**src/rtl/mips_mem_arb_pkg.sv**
```systemverilog
// Shared types and constants for the unified-memory IF/MEM arbiter.
package mips_mem_arb_pkg;

    typedef enum logic [1:0] {
        RSP_NONE = 2'd0,
        RSP_IF   = 2'd1,
        RSP_D    = 2'd2
    } rsp_state_e;

    localparam logic PORT_IF = 1'b0;
    localparam logic PORT_D  = 1'b1;

    localparam int unsigned STAT_W = 16;

    // Saturating +1 for the statistics counters.
    function automatic logic [STAT_W-1:0] sat_inc(input logic [STAT_W-1:0] v);
        return (v == '1) ? v : v + STAT_W'(1);
    endfunction

endpackage

```
**src/rtl/mips_arb_starve_ctr.sv**
```systemverilog
// Saturating up-counter with clear; at_max_o flags that the limit has been reached.
module mips_arb_starve_ctr #(
    parameter int unsigned MAX = 4
) (
    input  logic clk,
    input  logic rst_n,
    input  logic inc_i,
    input  logic clr_i,
    output logic at_max_o
);

    localparam int unsigned CW = $clog2(MAX + 1);

    logic [CW-1:0] cnt_q, cnt_d;

    always_comb begin
        cnt_d = cnt_q;
        if (clr_i) begin
            cnt_d = '0;
        end else if (inc_i && (cnt_q != CW'(MAX))) begin
            cnt_d = cnt_q + CW'(1);
        end
    end

    always_ff @(posedge clk or negedge rst_n) begin
        if (!rst_n) begin
            cnt_q <= '0;
        end else begin
            cnt_q <= cnt_d;
        end
    end

    assign at_max_o = (cnt_q == CW'(MAX));

endmodule

```
**src/rtl/mips_mem_arbiter.sv**
```systemverilog
// Arbitrates the single-port unified memory between fetch and data, returning read data to its issuer.
// Optional statistics counters are built when MIPS_MEM_ARB_STATS_EN is defined.
module mips_mem_arbiter
    import mips_mem_arb_pkg::*;
#(
    parameter int unsigned AW         = 10,
    parameter int unsigned DW         = 32,
    parameter int unsigned STARVE_MAX = 4
) (
    input  logic              clk1,
    input  logic              rst_n,
    input  logic              if_req,
    input  logic [AW-1:0]     if_addr,
    output logic              if_gnt,
    output logic              if_rvalid,
    output logic [DW-1:0]     if_rdata,
    input  logic              d_req,
    input  logic              d_we,
    input  logic [AW-1:0]     d_addr,
    input  logic [DW-1:0]     d_wdata,
    output logic              d_gnt,
    output logic              d_rvalid,
    output logic [DW-1:0]     d_rdata,
    output logic              mem_en,
    output logic              mem_we,
    output logic [AW-1:0]     mem_addr,
    output logic [DW-1:0]     mem_wdata,
    input  logic [DW-1:0]     mem_rdata,
    output logic              stall_if,
    output logic [STAT_W-1:0] stat_conflicts,
    output logic [STAT_W-1:0] stat_forced
);

    rsp_state_e rsp_q, rsp_d;
    logic       starve_max;
    logic       force_if;
    logic       gnt_port;

    // Data has priority unless fetch has been denied STARVE_MAX cycles in a row.
    assign force_if = rst_n && if_req && starve_max;
    assign d_gnt    = rst_n && d_req && !force_if;
    assign if_gnt   = rst_n && if_req && !d_gnt;
    assign stall_if = rst_n && if_req && !if_gnt;
    assign gnt_port = d_gnt ? PORT_D : PORT_IF;

    mips_arb_starve_ctr #(
        .MAX (STARVE_MAX)
    ) u_starve (
        .clk      (clk1),
        .rst_n    (rst_n),
        .inc_i    (if_req && !if_gnt),
        .clr_i    (if_gnt || !if_req),
        .at_max_o (starve_max)
    );

    // Memory request mux from whichever port holds the grant.
    always_comb begin
        mem_en    = 1'b0;
        mem_we    = 1'b0;
        mem_addr  = '0;
        mem_wdata = '0;
        if (d_gnt || if_gnt) begin
            mem_en = 1'b1;
            if (gnt_port == PORT_D) begin
                mem_we    = d_we;
                mem_addr  = d_addr;
                mem_wdata = d_wdata;
            end else begin
                mem_addr = if_addr;
            end
        end
    end

    // Response owner: who receives mem_rdata in the next cycle.
    always_comb begin
        rsp_d = RSP_NONE;
        if (if_gnt) begin
            rsp_d = RSP_IF;
        end else if (d_gnt && !d_we) begin
            rsp_d = RSP_D;
        end
    end

    always_ff @(posedge clk1 or negedge rst_n) begin
        if (!rst_n) begin
            rsp_q <= RSP_NONE;
        end else begin
            rsp_q <= rsp_d;
        end
    end

    assign if_rvalid = (rsp_q == RSP_IF);
    assign d_rvalid  = (rsp_q == RSP_D);
    assign if_rdata  = if_rvalid ? mem_rdata : '0;
    assign d_rdata   = d_rvalid  ? mem_rdata : '0;

`ifdef MIPS_MEM_ARB_STATS_EN
    logic [STAT_W-1:0] conflicts_q;
    logic [STAT_W-1:0] forced_q;

    always_ff @(posedge clk1 or negedge rst_n) begin
        if (!rst_n) begin
            conflicts_q <= '0;
            forced_q    <= '0;
        end else begin
            if (if_req && d_req) begin
                conflicts_q <= sat_inc(conflicts_q);
            end
            if (force_if) begin
                forced_q <= sat_inc(forced_q);
            end
        end
    end

    assign stat_conflicts = conflicts_q;
    assign stat_forced    = forced_q;
`else
    assign stat_conflicts = '0;
    assign stat_forced    = '0;
`endif

endmodule

```
**config.mk**
```make
export PLATFORM = sky130hd
export DESIGN_NAME = mips_mem_arbiter
export DESIGN_NICKNAME = d
export VERILOG_FILES = /design/src/rtl/mips_mem_arb_pkg.sv /design/src/rtl/mips_arb_starve_ctr.sv /design/src/rtl/mips_mem_arbiter.sv
export SDC_FILE = /design/constraint.sdc
export NUM_CORES = 1
export LEC_CHECK = 0
export ABC_CLOCK_PERIOD_IN_PS = 2300
export BUFFER_PORTS_ARGS = -buffer_cell sky130_fd_sc_hd__buf_2
export CAP_MARGIN = 25
export CORE_AREA = 2 2 90 92
export DETAILED_ROUTE_END_ITERATION = 10
export DIE_AREA = 0 0 92 94
export GPL_ROUTABILITY_DRIVEN = 0
export HOLD_SLACK_MARGIN = 0.03
export PLACE_DENSITY = 0.59
export SLEW_MARGIN = 25
export SYNTH_ARGS = -nofsm -noshare
export SYNTH_HDL_FRONTEND = slang
export SYNTH_HIERARCHICAL = 1
export SYNTH_SLANG_ARGS = --single-unit
```
**constraint.sdc**
```tcl
create_clock -name clk1 -period 2.3 [get_ports clk1]
set_clock_uncertainty 0.1 [all_clocks]
set_input_delay 0.345 -clock clk1 [delete_from_list [all_inputs] [get_ports clk1]]
set_output_delay 0.345 -clock clk1 [all_outputs]
set_load 0.005 [all_outputs]
```
* Word-level counts from Yosys, hierarchy flattened
Index checks and enable logic that the tools add are counted.
** Storage, ports and cells
- Flip-flop bits (word level) :: 5
- Bits of input ports :: 89
- Word-level logic and storage cells :: 38
** Operators by class
- Add/subtract/negate cells :: 1
- Eq/ne operators :: 4
- Mux-type cells :: 14
- Reductions and logical operators :: 17
** Operators by type and width (number)
- $mux 32 :: 4
- $mux 10 :: 2
- $logic_and 1x1->1 :: 9
- $mux 3 :: 2
- $logic_not 1->1 :: 5
- $mux 1 :: 4
- $mux 2 :: 2
- $add 3x1->3 const B :: 1
- $eq 3x3->1 const B :: 1
- $ne 3x3->1 const B :: 1
- $eq 2x1->1 const B :: 1
- $eq 2x2->1 const B :: 1
- $logic_or 1x1->1 :: 2
- $reduce_bool 2->1 :: 1

* Logic depth before layout (Yosys ltp)
Gate-level depths: netlist of run 1.
- Depth after elaboration :: 11
- Gate-level depth with buffers :: 8

* Modules after synthesis
Netlist of run 1, hierarchy kept.
** By module, submodules not included
- mips_mem_arbiter :: times used 1, cells an instance 196, area an instance 1456.4 µm², seq. area each 50.0 µm²
- mips_arb_starve_ctr :: times used 1, cells an instance 18, area an instance 197.7 µm², seq. area each 75.1 µm²

* Worst setup path after synthesis of run 1
No wires, ideal clock.
- Path type :: flip-flop to flip-flop
- Start point :: register u_starve.cnt_q[0]
- End point :: register u_starve.cnt_q[0]
- Setup time :: 125 ps
- Arrival time :: 1801 ps
- Data required time :: 2075 ps
- Setup slack :: 274 ps
- Cell stages (with the launch flop) :: 9
- Path buffers :: 1
- Clock period less this slack :: 2026 ps
- Path through :: dfrtp_1 -> inv_1 -> ha_1 -> and2_1 -> nor2b_2 -> buf_2 -> o21a_1 -> a21boi_2 -> mux2_4
** Between the ends
- Word-level cells in the longest chain between the ends :: 10
- Elaborated cells between the ends (all ways) :: 15
** RTL lines
- start: declaration :: RTL line mips_arb_starve_ctr.sv:14 : logic [CW-1:0] cnt_q, cnt_d;
- start signal: assignment :: RTL line mips_arb_starve_ctr.sv:29 : cnt_q <= cnt_d;
- $eq 3x3->1 (*) :: RTL line mips_arb_starve_ctr.sv:33 : assign at_max_o = (cnt_q == CW'(MAX));
- named net starve_max :: RTL line mips_mem_arbiter.sv:35 : logic starve_max;
- $logic_and 1x1->1 (*) :: RTL line mips_mem_arbiter.sv:40 : assign force_if = rst_n && if_req && starve_max;
- $logic_not 1->1 (*) :: RTL line mips_mem_arbiter.sv:41 : assign d_gnt = rst_n && d_req && !force_if;
- $logic_and 1x1->1 (*) :: RTL line mips_mem_arbiter.sv:41
- $logic_not 1->1 (*) :: RTL line mips_mem_arbiter.sv:42 : assign if_gnt = rst_n && if_req && !d_gnt;
- $logic_and 1x1->1 (*) :: RTL line mips_mem_arbiter.sv:42
- $logic_not 1->1 :: RTL line mips_mem_arbiter.sv:51 : .inc_i (if_req && !if_gnt),
- $logic_and 1x1->1 :: RTL line mips_mem_arbiter.sv:51
- $logic_and 1x1->1 :: RTL line mips_arb_starve_ctr.sv:20 : end else if (inc_i && (cnt_q != CW'(MAX))) begin
- $reduce_bool 2->1 (no line)
The timed path passes the listed nets; every way through them passes the cells marked *. The select of a mux whose other input is x is not followed.
A chain may end at the register's enable or synchronous reset.

* Worst setup path after layout of run 1
- Start point :: register u_starve.cnt_q[0]
- End point :: output port mem_wdata[30]
** Between the ends
- Word-level cells in the longest chain between the ends :: 8
- Elaborated cells between the ends (all ways) :: 10
** RTL lines
- $eq 3x3->1 (*) :: RTL line mips_arb_starve_ctr.sv:33
- named net starve_max :: RTL line mips_mem_arbiter.sv:35
- $logic_and 1x1->1 (*) :: RTL line mips_mem_arbiter.sv:40
- $logic_not 1->1 (*) :: RTL line mips_mem_arbiter.sv:41
- $logic_and 1x1->1 (*) :: RTL line mips_mem_arbiter.sv:41
- $logic_not 1->1 :: RTL line mips_mem_arbiter.sv:42
- $logic_and 1x1->1 :: RTL line mips_mem_arbiter.sv:42
- $logic_or 1x1->1 :: RTL line mips_mem_arbiter.sv:62 : if (d_gnt || if_gnt) begin
- $mux 32 (*) :: RTL line mips_mem_arbiter.sv:62
- end: declaration :: RTL line mips_mem_arbiter.sv:27 : output logic [DW-1:0] mem_wdata,
The timed path passes the listed nets; every way through them passes the cells marked *.

==> impl_metrics.toml, run 1 <==
[clock_tree]
htreeDepth = 1
cts-root-buf = "clkbuf_8"
numClockSinks = 5
cts_made_buffers = 3
cts_tree = "done"
path_clk_slew_ps = 30
cts_max_path_buffers = 2
clk_latency_ps = 220

[worst_hold_path]
hold_class = "input pin to flop"
hold_depth = 2
hold_end = "rsp_q[1]"
hold_path_startpoint = "d_we"

[timing]
fin_crit_ps = 2210
setup_tns_ps = 0
finalHoldViolations = 0
setup_viol = 0
max_freq_mhz = 452.6
post-route-period-util_pct = 96.07
slew_viol_final = 0
setup_ws_ps = 90.39
rsz0062_at_grt = "false"

[global_route]
grt_max_degree = 37
gr-total-overflow = 0
grt_pass1_wl_um = 7679
grt_usage_pct = 10.56
first_global_vias = 1761
antenna_found_initial = 0

[final_layout]
nFillCells = 818
drive_above_1_share_pct = 61.65
antenna_cells = 0
multi_input_area_sq_um = 1291
synthToLayoutAreaGrowth_pct = 64.52
final_util_pct = 35.77
seqCellArea_sq_um = 125.1
fin_nets = 504
fin_area_sq_um = 2721

[placed_design]
dp_hpwl_um = 4629
place_area_sq_um = 2640
portBuffers = 201
dp_slack_ps = 311.7

[worst_setup_path]
cp_data_required_time_ps = 1860
cpMostUsedCell = "and2_4"
crit_chain = "inv_1 -> ha_1 -> and2_4 -> and2_4 -> buf_4 -> nor3b_2 -> buf_2"
r2r_setup_slack_ps = 360
r2r_end = "u_starve/cnt_q[0]"
r2r_cells = 7
end_kind = "output port"
worstSetupPathType = "flop to output port"
crit_arrival_ps = 1760
start_kind = "flop"
cp_num_buf_inv = 3
r2r-start = "u_starve/cnt_q[0]"
crit_family = "simple AND/OR/NAND/NOR gates"
critical_path_peak_fanout = 9
crit_path_top_delay_cell = "dfrtp_1"
critPathMaxStageDelay_ps = 370

[synthesis]
synth_ff_type = "dfrtp_1"
yosysSeqAreaShare_pct = 7.564
yosys.area.top_type_share_pct = 24.58
synth-edff-count = 0
synth_fa_ha_area_share_pct = 1.513
synth_seq_cells = 5
syn-cell-area_sq_um = 1654
yosysUniqueCellTypes = 30
synth_area_leader_cell = "and2_1"
synth_top_family_by_area = "simple AND/OR/NAND/NOR gates"
synth-compound-area-share_pct = 7.640
synth_cells = 214
synth_most_common_cell = "and2_1"
synth-simple-area-share_pct = 59.38
ys_async_sr_fraction_pct = 100.0
synthTopCellsByArea = "and2_1, nor3b_2, buf_4, dfrtp_1, o32ai_1"
synth_mux_area_share_pct = 1.513
synthTopCellsByCount = "and2_1, buf_4, nor3b_2"
yosys.area_share.xor_xnor_pct = 0
synth_area_per_cell_sq_um = 7.729
yosysWarnings = 6

[power]
vdd_drop_max_v = 0.0002003
leakage_nw = 1.661
powerDensity_nw_per_um2 = 203.8

[floorplanning]
initial_core_util_pct = 21.74
die_area_sq_um = 8648
ios = 234
dieHeight_um = 94
row_count = 32
core-area_sq_um = 7607
dieWidth_um = 92

[routing]
dr_total_vias = 2013
routed_via_density = 3.916
ant_nets = 0
wl_um = 5446
drt-pass1-iter-count = 4
drc = 0
drt-wirelength-per-cell_um = 10.60
drt_iter0_drc = 27

[status]
outcome = "completed"

[job]
drv_cap = 0
## flip-flops by register name, indices dropped and copies added, names as in the netlist
signal	cells
rsp_q	2
u_starve/cnt_q	3
## cell usage in the layout (no fill, tap or decap), types with 2 or more instances in the layout
master,synthesis,layout
and2_1,65,64
and2_4,1,2
and2b_1,2,2
buf_2,8,200
buf_4,33,9
clkbuf_8,0,3
conb_1,1,32
dfrtp_1,5,5
ha_1,2,2
inv_1,4,4
nand2_1,20,20
nand2b_1,2,2
nor2_1,4,4
nor3_1,2,2
nor3_2,2,2
nor3b_1,5,3
nor3b_2,28,30
o32ai_1,10,10
## cells by family after synthesis
kind of cell	count (synthesis)
adders and majority gates	2
and+or+nand+nor	135
AOI/OAI and AO/OA	15
DFF	5
buffers and inverters	54
other	1
muxes	2
## final cells by class
class                      count  share of cell area, %
clock buffer                   4                  1.655
sequential                     5                  4.598
timing repair buffer         213                  41.06
inverter                       4                 0.5517
tap                          102                  4.690
multi-input combinational    186                  47.45
## metal layers
| layer | vias to the layer above | global-route usage, % | routed length (um) |
|---|---|---|---|
| met5 | - | 0 | 0 |
| met4 | 0 | 3.980 | 59 |
| met3 | 6 | 2.327 | 523 |
| met2 | 112 | 19.98 | 2984 |
| met1 | 864 | 11.44 | 1878 |
| li1 | 1031 | - | - |
## how the worst max path moves through the flow
stage | slack [ps] | to | start | cells after the start
final | 90 | mem_wdata[30] | u_starve/cnt_q[0] | 7
after detailed placement | 310 | mem_wdata[18] | u_starve/cnt_q[0] | 7
after floorplan | 270 | u_starve/cnt_q[0] | u_starve/cnt_q[0] | 8
after global placement | 310 | mem_wdata[13] | u_starve/cnt_q[0] | 7
after global routing | 10 | mem_wdata[20] | u_starve/cnt_q[0] | 7
after CTS | 30 | mem_wdata[28] | rst_n | 6
## where the power goes
group	switching [mW]	internal, mW	leakage (nW)
Sequential	0.00244	0.0919	0.0680
Combinational	0.137	0.164	1.57
Clock	0.0407	0.119	0.0228
## worst reg2reg max path, cell delays in order (launching register included)
cell	delay [ps]
dfrtp_1	370
inv_1	60
ha_1	230
and2_4	190
nor2b_2	150
o21a_1	170
a21boi_2	240
mux2_4	320
## per-stage QoR
step | hold WS (ps) | cells | total power, mW
CTS | 226.0 | 513 | 0.5591
global route | 231.9 | 514 | 0.6044
global placement | 95.37 | 508 | 0.3880
floorplan | -50.59 | 245 | 0.2739
detailed placement | 94.99 | 508 | 0.3916
finish | 230.5 | 514 | 0.5546
## repair_timing
action,4_1_cts,5_1_grt
buffers inserted,0,1
hold buffers,1,0
hold endpoints to repair,3,0
endpoints found under the setup margin,0,45
resized for setup,0,6
(Power assumes the default switching activity.)
==> run 2, diff against run 1 <==
--- a/config.mk
+++ b/config.mk
@@ -13,7 +13,7 @@
 export DIE_AREA = 0 0 92 94
 export GPL_ROUTABILITY_DRIVEN = 0
 export HOLD_SLACK_MARGIN = 0.03
-export PLACE_DENSITY = 0.59
+export PLACE_DENSITY = 0.73
 export SLEW_MARGIN = 25
 export SYNTH_ARGS = -nofsm -noshare
 export SYNTH_HDL_FRONTEND = slang
==> run 2 against run 1 <==
Fmax grew 0.13%. Largest power group unchanged. Clock power is essentially flat. First-iteration DRC count grew 93%. Worst setup slack gained 2.8 ps. Sequential share of layout area is essentially flat. Non-clock buffer count shrank 3. Critical path depth is the same. Global-route usage grew 0.85 points. Via count grew 2.7%. Core utilization grew 0.066 points. Cell area grew 0.18%.
==> impl_metrics.toml, run 2 (same netlist as run 1, synthesis figures left out) <==
[status]
outcome = "completed"

[global_route]
antenna_found_initial = 0
grt_usage_pct = 11.40
grt_max_degree = 37
grt_pass1_wl_um = 8017
gr-total-overflow = 0
first_global_vias = 1762

[power]
power_frac_seq_pct = 16.8
leakage_nw = 1.651
total_power_mw = 0.5610
clock_power_share_pct = 28.9
switchingPower_mw = 0.1854
intPower_mw = 0.3756
powerDensity_nw_per_um2 = 205.8
swShare_pct = 33.05
vdd_drop_max_v = 0.0001608
pwr-share-comb_pct = 54.3

[timing]
finalHoldViolations = 0
fin_crit_ps = 2207
setup_viol = 0
rsz0062_at_grt = "false"
max_freq_mhz = 453.1
worst_hold_slack_ps = 200.4
post-route-period-util_pct = 95.95
slew_viol_final = 0
setup_tns_ps = 0

[final_layout]
fin_area_sq_um = 2726
mostFrequentLayoutCells = "buf_2, and2_1, conb_1, nor3b_2, nand2_1"
final_util_pct = 35.84
largest_reg_flops = 3
nFillCells = 779
multi_input_area_sq_um = 1313
fin_nets = 501
seqCellArea_sq_um = 125.1
drive_above_1_share_pct = 61.86
top_register = "u_starve/cnt_q"
synthToLayoutAreaGrowth_pct = 64.83
antenna_cells = 0
reg_top3 = "u_starve/cnt_q (3), rsp_q (2)"
final_common_cell = "buf_2"

[floorplanning]
dieWidth_um = 92
ios = 234
die_area_sq_um = 8648
dieHeight_um = 94
initial_core_util_pct = 21.74
core-area_sq_um = 7607
row_count = 32

[worst_setup_path]
critical_path_peak_fanout = 35
worstSetupPathType = "flop to output port"
crit_chain = "inv_1 -> ha_2 -> and2_2 -> and2_4 -> buf_12 -> nor3b_4 -> buf_2"
crit_arrival_ps = 1760
critPathLaunch = "u_starve/cnt_q[0]"
end_kind = "output port"
r2r-start = "u_starve/cnt_q[0]"
r2r_setup_slack_ps = 320
start_kind = "flop"
critPathMaxStageDelay_ps = 370
r2r_cells = 7
cp_data_required_time_ps = 1860
r2r_end = "u_starve/cnt_q[0]"
crit_path_top_delay_cell = "dfrtp_1"

[worst_hold_path]
hold_depth = 2
hold_path_startpoint = "d_we"
hold_end = "rsp_q[1]"
hold_class = "input pin to flop"

[routing]
routed_via_density = 4.045
ant_nets = 0
drt-pass1-iter-count = 4
dr_total_vias = 2067
drt-wirelength-per-cell_um = 10.61
wl_um = 5423
drc = 0
drt_iter0_drc = 52

[placed_design]
dp_hpwl_um = 4615
portBuffers = 201
place_area_sq_um = 2623

[clock_tree]
cts-root-buf = "clkbuf_8"
cts_made_buffers = 3
path_clk_slew_ps = 30
clk_latency_ps = 220
numClockSinks = 5
htreeDepth = 1
cts_tree = "done"
cts_max_path_buffers = 2

[job]
drv_cap = 0
run 2: cell count changes in the layout (fill, tap and decap cells not counted), sizes merged:
cell / change
buf: -2
clkbuf: -1
run 2: critical path: cells and delay by family (launching register included):
family                     cells  cell delay, ps
adders and majority gates      1             200
buffers and inverters          3             380
DFF                            1             370
and+or+nand+nor                3             580
run 2: worst max-delay path by stage:
stage	to	cells past startpoint	slack [ps]
final	mem_wdata[3]	7	90
after global routing	mem_addr[6]	7	5
after CTS	mem_wdata[28]	7	40
after detailed placement	u_starve/cnt_q[0]	7	290
after global placement	mem_wdata[3]	7	340
after floorplan	u_starve/cnt_q[0]	8	270
run 2: metrics by stage:
step	std cells	setup slack, ps
detailed placement	504	289.6
floorplan	245	273.9
global placement	504	341.6
CTS	509	43.71
finish	511	93.20
global route	511	4.865
run 2: power groups by stage:
stage | Combinational [mW] | Sequential (mW) | Clock (mW)
6_report | 0.305 | 0.0942 | 0.162
5_1_grt | 0.339 | 0.0945 | 0.175
4_1_cts | 0.299 | 0.0943 | 0.168
3_5_place_dp | 0.297 | 0.0954 | 0
3_3_place_gp | 0.290 | 0.0950 | 0
2_1_floorplan | 0.179 | 0.0947 | 0
run 2: layout make-up:
type | count | share of cell area (%)
inverters | 4 | 0.5507
flip-flops and latches | 5 | 4.589
well taps | 102 | 4.681
multi-input cells | 186 | 48.14
clock buffers | 4 | 1.652
repair buffers | 210 | 40.39
run 2: what timing repair did:
item                                    CTS  global route
hold buffers                              1             0
endpoints found under the setup margin    0            43
buffers inserted                          0             2
endpoints found under the hold margin     5             0
gates resized for setup                   0             7
run 2: per-layer routing:
| metal | track usage [%] | routed length (um) | up-vias |
|---|---|---|---|
| met5 | 0 | 0 | - |
| met4 | 4.975 | 88 | 0 |
| met3 | 1.926 | 553 | 6 |
| met2 | 21.94 | 2836 | 129 |
| met1 | 12.17 | 1944 | 906 |
| li1 | - | - | 1026 |
==> run 3, diff against run 2 <==
--- a/config.mk
+++ b/config.mk
@@ -14,6 +14,7 @@
 export GPL_ROUTABILITY_DRIVEN = 0
 export HOLD_SLACK_MARGIN = 0.03
 export PLACE_DENSITY = 0.73
+export REMOVE_ABC_BUFFERS = 1
 export SLEW_MARGIN = 25
 export SYNTH_ARGS = -nofsm -noshare
 export SYNTH_HDL_FRONTEND = slang
==> run 3 against run 2 <==
Register-to-register slack got worse by 90 ps. Sequential share of layout area fell by 0.089 points. Critical path type unchanged. Final cell count is 2.0% higher. Cell area up 2.0%. Fmax grew 0.96%. Worst hold slack got worse by 140 ps. Combinational power rose by 2%. Die area unchanged. Clock power hardly changed. Global-route usage grew 1.8 points.
==> impl_metrics.toml, run 3 (same netlist as run 1, synthesis figures left out) <==
[status]
outcome = "completed"

[job]
drv_cap = 0

[timing]
post-route-period-util_pct = 95.04
finalHoldViolations = 0
setup_ws_ps = 114.1
max_freq_mhz = 457.5
rsz0062_at_grt = "false"
setup_viol = 0
setup_tns_ps = 0
slew_viol_final = 0
fin_crit_ps = 2186

[floorplanning]
dieHeight_um = 94
die_area_sq_um = 8648
row_count = 32
core-area_sq_um = 7607
initial_core_util_pct = 21.74
dieWidth_um = 92
ios = 234

[final_layout]
reg_top3 = "u_starve/cnt_q (3), rsp_q (2)"
top_register = "u_starve/cnt_q"
largest_reg_flops = 3
synthToLayoutAreaGrowth_pct = 68.08
mostFrequentLayoutCells = "buf_2, and2_1, conb_1, nor3b_2, nand2_1"
fin_nets = 508
final_common_cell = "buf_2"
final_util_pct = 36.55
fin_area_sq_um = 2780
drive_above_1_share_pct = 62.98

[clock_tree]
cts_max_path_buffers = 2
path_clk_slew_ps = 40
htreeDepth = 1
clk_latency_ps = 220
cts-root-buf = "clkbuf_8"
numClockSinks = 5
cts_tree = "done"
cts_made_buffers = 3

[global_route]
antenna_found_initial = 3
grt_pass1_wl_um = 9246
gr-total-overflow = 0
grt_usage_pct = 13.18
grt_max_degree = 34
first_global_vias = 1977

[routing]
wl_um = 6448
drt_iter0_drc = 29
ant_nets = 0
routed_via_density = 4.063
dr_total_vias = 2117
drt-wirelength-per-cell_um = 12.38
drt-pass1-iter-count = 4
drc = 0

[worst_setup_path]
worstSetupPathType = "flop to output port"
crit_family = "simple AND/OR/NAND/NOR gates"
crit_path_top_delay_cell = "dfrtp_1"
r2r_setup_slack_ps = 230
cp_num_buf_inv = 3
start_kind = "flop"
critPathMaxStageDelay_ps = 360
crit_arrival_ps = 1740
cpMostUsedCell = "and2_4"
crit_chain = "inv_1 -> ha_1 -> and2_4 -> and2_4 -> buf_4 -> nor3b_2 -> buf_2"
critical_path_peak_fanout = 9
end_kind = "output port"
cp_data_required_time_ps = 1860

[worst_hold_path]
hold_class = "input pin to asynchronous set/reset pin"

[power]
pwr-share-comb_pct = 54.7
power_frac_seq_pct = 16.5
leakage_nw = 1.693
vdd_drop_max_v = 0.0001471
clock_power_share_pct = 28.9
swShare_pct = 34.08
intPower_mw = 0.3756
powerDensity_nw_per_um2 = 205.0
switchingPower_mw = 0.1942

[placed_design]
place_area_sq_um = 2633
portBuffers = 201
dp_slack_ps = 142.9
dp_hpwl_um = 5589
-- run 3: repair_timing --
| item | 4_1_cts | 5_1_grt |
|---|---|---|
| pin swaps | 1 | 0 |
| endpoints found under the hold margin | 3 | 0 |
| buffers inserted | 4 | 2 |
| hold buffers | 1 | 0 |
| endpoints found under the setup margin | 8 | 42 |
| gates resized for setup | 0 | 9 |
-- run 3: final cells by class --
class	count	area (sq um)
Fill cell	792	4827
Sequential cell	5	125.1
Timing Repair Buffer	217	1141
Multi-Input combinational cell	186	1319
Inverter	4	15.01
Clock buffer	4	45.04
Antenna cell	3	7.507
Tap cell	102	127.6
-- run 3: final timing paths --
check	start	endpoint	depth (start not counted)
setup / recovery	u_starve/cnt_q[0]	mem_wdata[13]	7
hold / removal	rst_n	rsp_q[1]	2
setup reg to reg	u_starve/cnt_q[0]	u_starve/cnt_q[0]	8
hold reg to reg	u_starve/cnt_q[2]	u_starve/cnt_q[2]	2
max in group asynchronous	rst_n	u_starve/cnt_q[2]	2
min in group clk1	d_we	rsp_q[1]	2
-- run 3: power by group through the flow --
stage | registers [mW] | logic, mW | clock network, mW
global route | 0.0941 | 0.346 | 0.177
CTS | 0.0945 | 0.303 | 0.170
finish | 0.0939 | 0.312 | 0.164
global placement | 0.0951 | 0.292 | 0
floorplan | 0.0947 | 0.128 | 0
detailed placement | 0.0954 | 0.300 | 0
-- run 3: worst register-to-register path: stages (launching register included) --
cell	delay (ps)
dfrtp_1	360
inv_1	50
ha_1	230
and2_4	190
nor2b_2	100
buf_4	200
o21a_1	160
a21boi_2	240
mux2_4	320
-- run 3: metal layers --
metal,vias to the layer above,part of all wire [%],global-route usage (%)
met2,142,51,24.45
met3,4,13,5.056
met5,-,0,0
li1,1046,-,-
met1,925,36,14.64
met4,0,0.51,1.741
-- run 3: per-stage QoR --
step | hold WS [ps] | power (mW) | cells
final | 56.15 | 0.5698 | 521
after global routing | 70.91 | 0.6169 | 518
after CTS | 63.98 | 0.5677 | 516
after floorplan | -50.59 | 0.2227 | 195
after global placement | 84.76 | 0.3875 | 507
after detailed placement | 90.08 | 0.3956 | 507
